<file path="src/rtl/rr_arb8.sv">
// rr_arb8 -- 8-requester round-robin arbiter with registered one-hot grant.
// A grant is held while its requester keeps asking and E stays high; on
// release the search pointer moves to the slot after the released owner.
// Optional feature: define RR_ARB8_TIMEOUT_EN to revoke a grant after
// MAX_HOLD consecutive cycles and pulse TOUT; otherwise TOUT is tied 0.
module rr_arb8 #(
   parameter int unsigned MAX_HOLD = 16
) (
   input  logic       clk,
   input  logic       rst,
   input  logic       E,
   input  logic [7:0] REQ,
   output logic [7:0] GNT,
   output logic [2:0] GID,
   output logic       VALID,
   output logic       TOUT
);

   typedef enum logic {
      IDLE = 1'b0,
      BUSY = 1'b1
   } state_t;

   state_t     state;
   state_t     state_nxt;
   logic [2:0] ptr;
   logic [2:0] ptr_nxt;
   logic [7:0] gnt_nxt;
   logic [2:0] gid_nxt;
   logic       valid_nxt;
   logic       tout_nxt;
   logic       win_found;
   logic [2:0] win_id;
   logic [2:0] scan_idx;
   logic       timeout;

   if (MAX_HOLD < 2 || MAX_HOLD > 255) begin : g_max_hold_range
      $error("rr_arb8: MAX_HOLD must lie in 2..255");
   end

`ifdef RR_ARB8_TIMEOUT_EN
   localparam logic [7:0] HOLD_LAST = 8'(MAX_HOLD - 1);

   logic [7:0] hcnt;

   // Hold counter: zero while idle (so it starts at 0 on the grant edge), saturating count while busy
   always_ff @(posedge clk) begin
      if (rst) begin
         hcnt <= '0;
      end else if (state == IDLE) begin
         hcnt <= '0;
      end else if (hcnt != 8'hFF) begin
         hcnt <= hcnt + 8'd1;
      end
   end

   // Timeout only applies to an owner that is still legitimately holding the grant
   always_comb begin
      timeout = (state == BUSY) && E && REQ[GID] && (hcnt == HOLD_LAST);
   end
`else
   assign timeout = 1'b0;
`endif

   // Winner search: first set request bit scanning upward from ptr, modulo 8
   always_comb begin
      win_found = 1'b0;
      win_id    = '0;
      scan_idx  = '0;
      for (int unsigned i = 0; i < 8; i++) begin
         scan_idx = ptr + 3'(i);
         if (!win_found && REQ[scan_idx]) begin
            win_found = 1'b1;
            win_id    = scan_idx;
         end
      end
   end

   // State and registered outputs; reset overrides every other input
   always_ff @(posedge clk) begin
      if (rst) begin
         state <= IDLE;
         ptr   <= '0;
         GNT   <= '0;
         GID   <= '0;
         VALID <= 1'b0;
         TOUT  <= 1'b0;
      end else begin
         state <= state_nxt;
         ptr   <= ptr_nxt;
         GNT   <= gnt_nxt;
         GID   <= gid_nxt;
         VALID <= valid_nxt;
         TOUT  <= tout_nxt;
      end
   end

   // Next-state: grant on any enabled request, release on drop, disable or timeout
   always_comb begin
      state_nxt = state;
      case (state)
         IDLE: begin
            if (E && win_found) state_nxt = BUSY;
         end
         BUSY: begin
            if (!E || !REQ[GID] || timeout) state_nxt = IDLE;
         end
         default: state_nxt = IDLE;
      endcase
   end

   // Output/pointer next values; a release always costs one idle cycle before the next grant
   always_comb begin
      gnt_nxt   = '0;
      gid_nxt   = '0;
      valid_nxt = 1'b0;
      tout_nxt  = 1'b0;
      ptr_nxt   = ptr;
      case (state)
         IDLE: begin
            if (state_nxt == BUSY) begin
               gnt_nxt   = 8'b1 << win_id;
               gid_nxt   = win_id;
               valid_nxt = 1'b1;
            end
         end
         BUSY: begin
            if (state_nxt == BUSY) begin
               gnt_nxt   = GNT;
               gid_nxt   = GID;
               valid_nxt = 1'b1;
            end else begin
               ptr_nxt  = GID + 3'd1;
               tout_nxt = timeout;
            end
         end
         default: ;
      endcase
   end

endmodule

</file>
<file path="config.mk">
export PLATFORM = sky130hd
export DESIGN_NAME = rr_arb8
export DESIGN_NICKNAME = d
export VERILOG_FILES = /design/src/rtl/rr_arb8.sv
export SDC_FILE = /design/constraint.sdc
export NUM_CORES = 1
export LEC_CHECK = 0
export ABC_CLOCK_PERIOD_IN_PS = 10690
export BUFFER_PORTS_ARGS = -buffer_cell sky130_fd_sc_hd__buf_2
export CAP_MARGIN = 20
export CORE_ASPECT_RATIO = 0.6
export CORE_UTILIZATION = 65
export CTS_BUF_LIST = sky130_fd_sc_hd__clkbuf_8
export DETAILED_ROUTE_END_ITERATION = 7
export PLACE_DENSITY = 0.89
export SYNTH_ARGS = -nofsm -noshare
export SYNTH_HDL_FRONTEND = slang
export SYNTH_SLANG_ARGS = --single-unit
</file>
<file path="constraint.sdc">
create_clock -name clk -period 10.69 [get_ports clk]
set_input_delay 0.5345 -clock clk [delete_from_list [all_inputs] [get_ports clk]]
set_output_delay 0.5345 -clock clk [all_outputs]
set_load 0.005 [all_outputs]
</file>
Yosys cells after proc, flatten, opt, wreduce, memory -nomap -nowiden
Cells that the tools add are included.
{ "op_classes": {"addsub": 8, "order_cmp": 9, "eq_ne": 1, "shifts": 1, "mux": 44, "bitwise": 2, "reduce_logical": 19} }
{ "ops": {"columns": ["op", "count"], "rows": [
  ["less-than comparator 3 x 4 -> 1 bit, second input constant", 9],
  ["2-to-1 mux 3 bit", 10],
  ["binary-select mux 1 bit (select 3 bit)", 9],
  ["2-to-1 mux 1 bit", 20],
  ["2-to-1 mux 8 bit", 2],
  ["one-hot mux 8 bit (2 select lines)", 1],
  ["adder 3 bit, second input constant", 4],
  ["zero test 1 bit", 9],
  ["logical AND 1 bit", 8],
  ["left shift 1 x 3 -> 8 bit, first input constant", 1],
  ["adder 3 x 1 -> 3 bit, second input constant", 2],
  ["adder 3 x 2 -> 3 bit, second input constant", 2],
  ["one-hot mux 3 bit (2 select lines)", 1],
  ["inequality test 2 bit, second input constant", 1],
  ["inverter 1 bit", 2],
  ["one-hot mux 1 bit (2 select lines)", 1],
  ["AND reduction 2 bit", 1],
  ["logical OR 1 bit", 1]
]} }
{ "word_totals": {"regBits": 16, "inputBits": 11, "output_inout_bits": 13, "wordCells": 89} }

Depth between registers and ports, before layout
{ "depth": {"ltp_word": 29, "depth_mapped": 13, "mapped_depth_nobuf": 9} }

Least setup slack after synthesis
Ideal clock, no wire load.
{ "synth_timing": {"path_kind": "reg2reg", "from": "register ptr[1]", "to": "register GNT[1]", "setup_ps": 117, "arrival_time_ps": 3428, "required_ps": 10573, "path_slack_ps": 7145, "stages_incl_launch_ff": 13, "path_buffers": 3, "period_less_slack_ps": 3545, "cell_sequence": "dfxtp_1 buf_6 clkbuf_1 inv_1 ha_1 buf_6 mux4_2 a21oi_2 a22oi_2 or3_1 o221a_1 or3_4 a32o_1"} }
{ "synth_between": {"elab_chain_len": 29, "elab_cells_between_ends": 60, "classes_between": "add/sub: 7; eq/ne: 1; shift: 1; mux: 36; reduce/logical: 15"} }
{ "synth_rtl": {"columns": ["item", "line", "text"], "rows": [
  ["from (decl)", "26", "logic [2:0] ptr;"],
  ["from (signal assigned)", "90", "ptr <= ptr_nxt;"],
  ["parallel branches: the longest is 29 deep, another holds adder 3 x 1 -> 3 bit", null, null],
  ["to (signal assigned)", "91", "GNT <= gnt_nxt;"],
  ["to (decl)", "13", "output logic [7:0] GNT,"]
]} }
Parallel ways; which one is timed is not known. The select of a mux whose other input is x is not followed.
A chain may end at the register's enable or synchronous reset.

Worst setup path after layout
{ "layout_timing": {"from": "register ptr[0]", "to": "register GNT[0]"} }
Same word-level chain as after synthesis.

==> impl_metrics.tcl <==
set metrics [dict create \
    status "finished, final reports clean" \
    die_y_um 42.3 \
    drc 0 \
    grt_pass1_wl_um 8160 \
    critical_path.endpoint "GNT[0]" \
    cts_buffers 3 \
    r2r_end "GNT[0]" \
    htreeDepth 1 \
    grt_pass1_vias 1588 \
    drv_cap 0 \
    routed_via_density 7.73 \
    vdd_ir_drop_max_v 0.000101 \
    cp.required_ps 10790 \
    pwr-share-comb_pct 42.9 \
    cp-start-kind "register" \
    fp.dieW_um 69.1 \
    drt_iter0_drc 191 \
    p_int_uw 120 \
    gr-total-overflow 0 \
    synth_top_area_share_pct 23.1 \
    setup_tns_ps 0 \
    layout_min_cycle_time_ps 4690 \
    p_sw_share_pct 37.6 \
    rrSetupSlack_ps 6000 \
    cp.arrival_ps 4790 \
    antenna_found_initial 0 \
    pwr-share-seq_pct 32.7 \
    async_flop_share_pct 0 \
    ys_top_cells_by_area "mux4_2, dfxtp_1, mux2i_1" \
    syn-instance-count 176 \
    diodes 0 \
    p_switching_uw 72.2 \
    synth_edf_count 0 \
    power_density_nw_per_um2 103 \
    min_period_over_period_pct 43.9 \
    yosysSeqAreaShare_pct 17.1 \
    synth_area_per_cell_sq_um 9.98 \
    dr_total_vias 1716 \
    ant_nets 0 \
    netlist_top_cells_count "mux4_2, dfxtp_1, mux2i_1" \
    post_cts_buffers 0 \
    synth.net_count 190 \
    die-area_sq_um 2920 \
    whs_path_depth 2 \
    setup_slack_ps 6000 \
    fillers 160 \
    wl_um 5060 \
    ctsResizeCount 0 \
    final_nets 205 \
    pre_cts_ws_ps 6120 \
    synth_top_area_cell "mux4_2" \
    start_util_pct 69.2 \
    first_pass_iters 4 \
    reg2reg_from "ptr[0]" \
    synth-main-ff-cell "dfxtp_1" \
    hold_class "reg -> reg" \
    final-setup-viol-count 0 \
    relSlewSlack_pct 45.6 \
    yosys_register_bits 15 \
    path_class "reg -> reg" \
    path_max_fanout 18 \
    core_area_sq_um 2540 \
    insertion_delay_ps 250 \
    grt_max_degree 20 \
    cts_root_buffer "clkbuf_8" \
    syn_area_sq_um 1760 \
    skew_ps 1.15 \
    cts_tree "done" \
    clkSinkCount 15 \
    cts-hold-fix-buffers 0 \
    clkSlewWorstSetupHoldPaths_ps 60 \
    track_usage_pct 36.5 \
    power.leakage_nw 0.706 \
    clockBufferDepth 2 \
    power_uw 192 \
    max_freq_mhz 213 \
    tightest_slew_ps 815 \
    pwr-share-clk_pct 24.5 \
    gp_congestion 0.937 \
    rsz0062_at_grt "false" \
    hold_violations 0 \
    drv_slew 0 \
    synth.most_common_cell "mux4_2" \
    area_growth_pct 6.41 \
    synth_warnings 0 \
    rows 14 \
    endpoint_kind "register" \
    yosysUniqueCellTypes 53 \
    crit_start "ptr[0]" \
    io_pins 24 \
    wl_per_cell_um 22.8 \
    reg2regPathDepth 9 \
    dpl.hpwl_um 3680 \
    io_buffers 22 \
    layout-drive-gt1-share_pct 31.1 \
]
==> cells by family (layout without fill, tap and decap cells) <==
group,Yosys count,after routing,synth area share [%]
buffers and inverters,19,33,6.41
other,1,1,0.213
muxes,40,40,36.3
xor gates and xnor gates,3,3,1.50
adders and majority gates,3,3,2.14
AOI/OAI and AO/OA,51,51,23.5
DFF,15,15,17.1
and+or+nand+nor,44,44,12.8
==> worst min-delay path by stage <==
| stage | from | end | slack (ps) |
|---|---|---|---|
| after floorplan | GNT[0] | GNT[0] | 440 |
| after global placement | GNT[4] | GNT[4] | 440 |
| after detailed placement | GNT[2] | GNT[2] | 440 |
| after CTS | GNT[2] | GNT[2] | 460 |
| after global routing | rst | ptr[2] | 480 |
| final | GNT[2] | GNT[2] | 460 |
==> sequential cells by signal, summed over array words and instances (netlist names) <==
name   cells
GID        3
VALID      1
GNT        8
ptr        3
==> stage by stage <==
step	utilization [%]	area, sq um	hold slack (ps)	cells
floorplan	-	1760	444	176
global placement	71.7	1820	437	218
detailed placement	71.7	1820	439	218
CTS	73.6	1870	461	222
global route	73.6	1870	481	222
finish	73.6	1870	464	222
==> metal layers <==
| metal | track usage, % | vias up | wire, um |
|---|---|---|---|
| met3 | 12.7 | 12 | 638 |
| met1 | 51.1 | 835 | 2090 |
| met5 | 0 | - | 0 |
| met2 | 52.8 | 128 | 2240 |
| met4 | 12.7 | 0 | 99 |
| li1 | - | 741 | - |
==> power groups by stage <==
| stage | registers (mW) | clock network (mW) | logic (mW) |
|---|---|---|---|
| detailed placement | 0.0638 | 0 | 0.0776 |
| finish | 0.0626 | 0.0469 | 0.0822 |
| global route | 0.0631 | 0.0494 | 0.0868 |
| floorplan | 0.0611 | 0 | 0.0619 |
| global placement | 0.0633 | 0 | 0.0734 |
| CTS | 0.0625 | 0.0469 | 0.0791 |
==> worst max-delay path, cell delays in order, from the launching register on <==
cell and delay (ps):
dfxtp_1 790, clkinv_1 430, ha_1 880, mux4_2 660, a21oi_2 200, a22oi_2 150, nor3_2 440, a31oi_1 170
o21ai_1 610, o41ai_1 200
==> final cells by class <==
cell class | instances | area (sq um) | share of cell area, %
Tap cell | 32 | 40.0 | 2.14
Timing Repair Buffer | 22 | 110 | 5.89
Inverter | 7 | 26.3 | 1.41
Multi-Input combinational cell | 142 | 1340 | 71.9
Clock inverter | 1 | 7.51 | 0.402
Sequential cell | 15 | 300 | 16.1
Clock buffer | 3 | 41.3 | 2.21
==> cells in the final DEF (no fill, tap or decap), types with 2 or more instances in the layout <==
| cell | count |
|---|---|
| a21oi_1 | 6 |
| nor2_1 | 11 |
| inv_1 | 6 |
| o211ai_1 | 2 |
| nand2_1 | 11 |
| or3_1 | 2 |
| a31oi_1 | 3 |
| mux2_1 | 2 |
| o211a_1 | 2 |
| mux2i_1 | 12 |
| nor2b_1 | 2 |
| a32o_1 | 5 |
| nand3_1 | 4 |
| mux4_2 | 18 |
| a211oi_1 | 2 |
| dfxtp_1 | 15 |
| mux2_2 | 8 |
| a21o_1 | 3 |
| a21oi_2 | 2 |
| a32oi_1 | 4 |
| ha_1 | 3 |
| o31ai_1 | 2 |
| buf_2 | 22 |
| o21ai_0 | 2 |
| nor3_1 | 2 |
| o41ai_1 | 2 |
| nand2b_1 | 5 |
| and3_1 | 2 |
| xor2_1 | 2 |
| a21boi_0 | 2 |
| a221oi_1 | 3 |
| clkbuf_8 | 3 |
No activity file was read; power rests on OpenSTA's default activity.
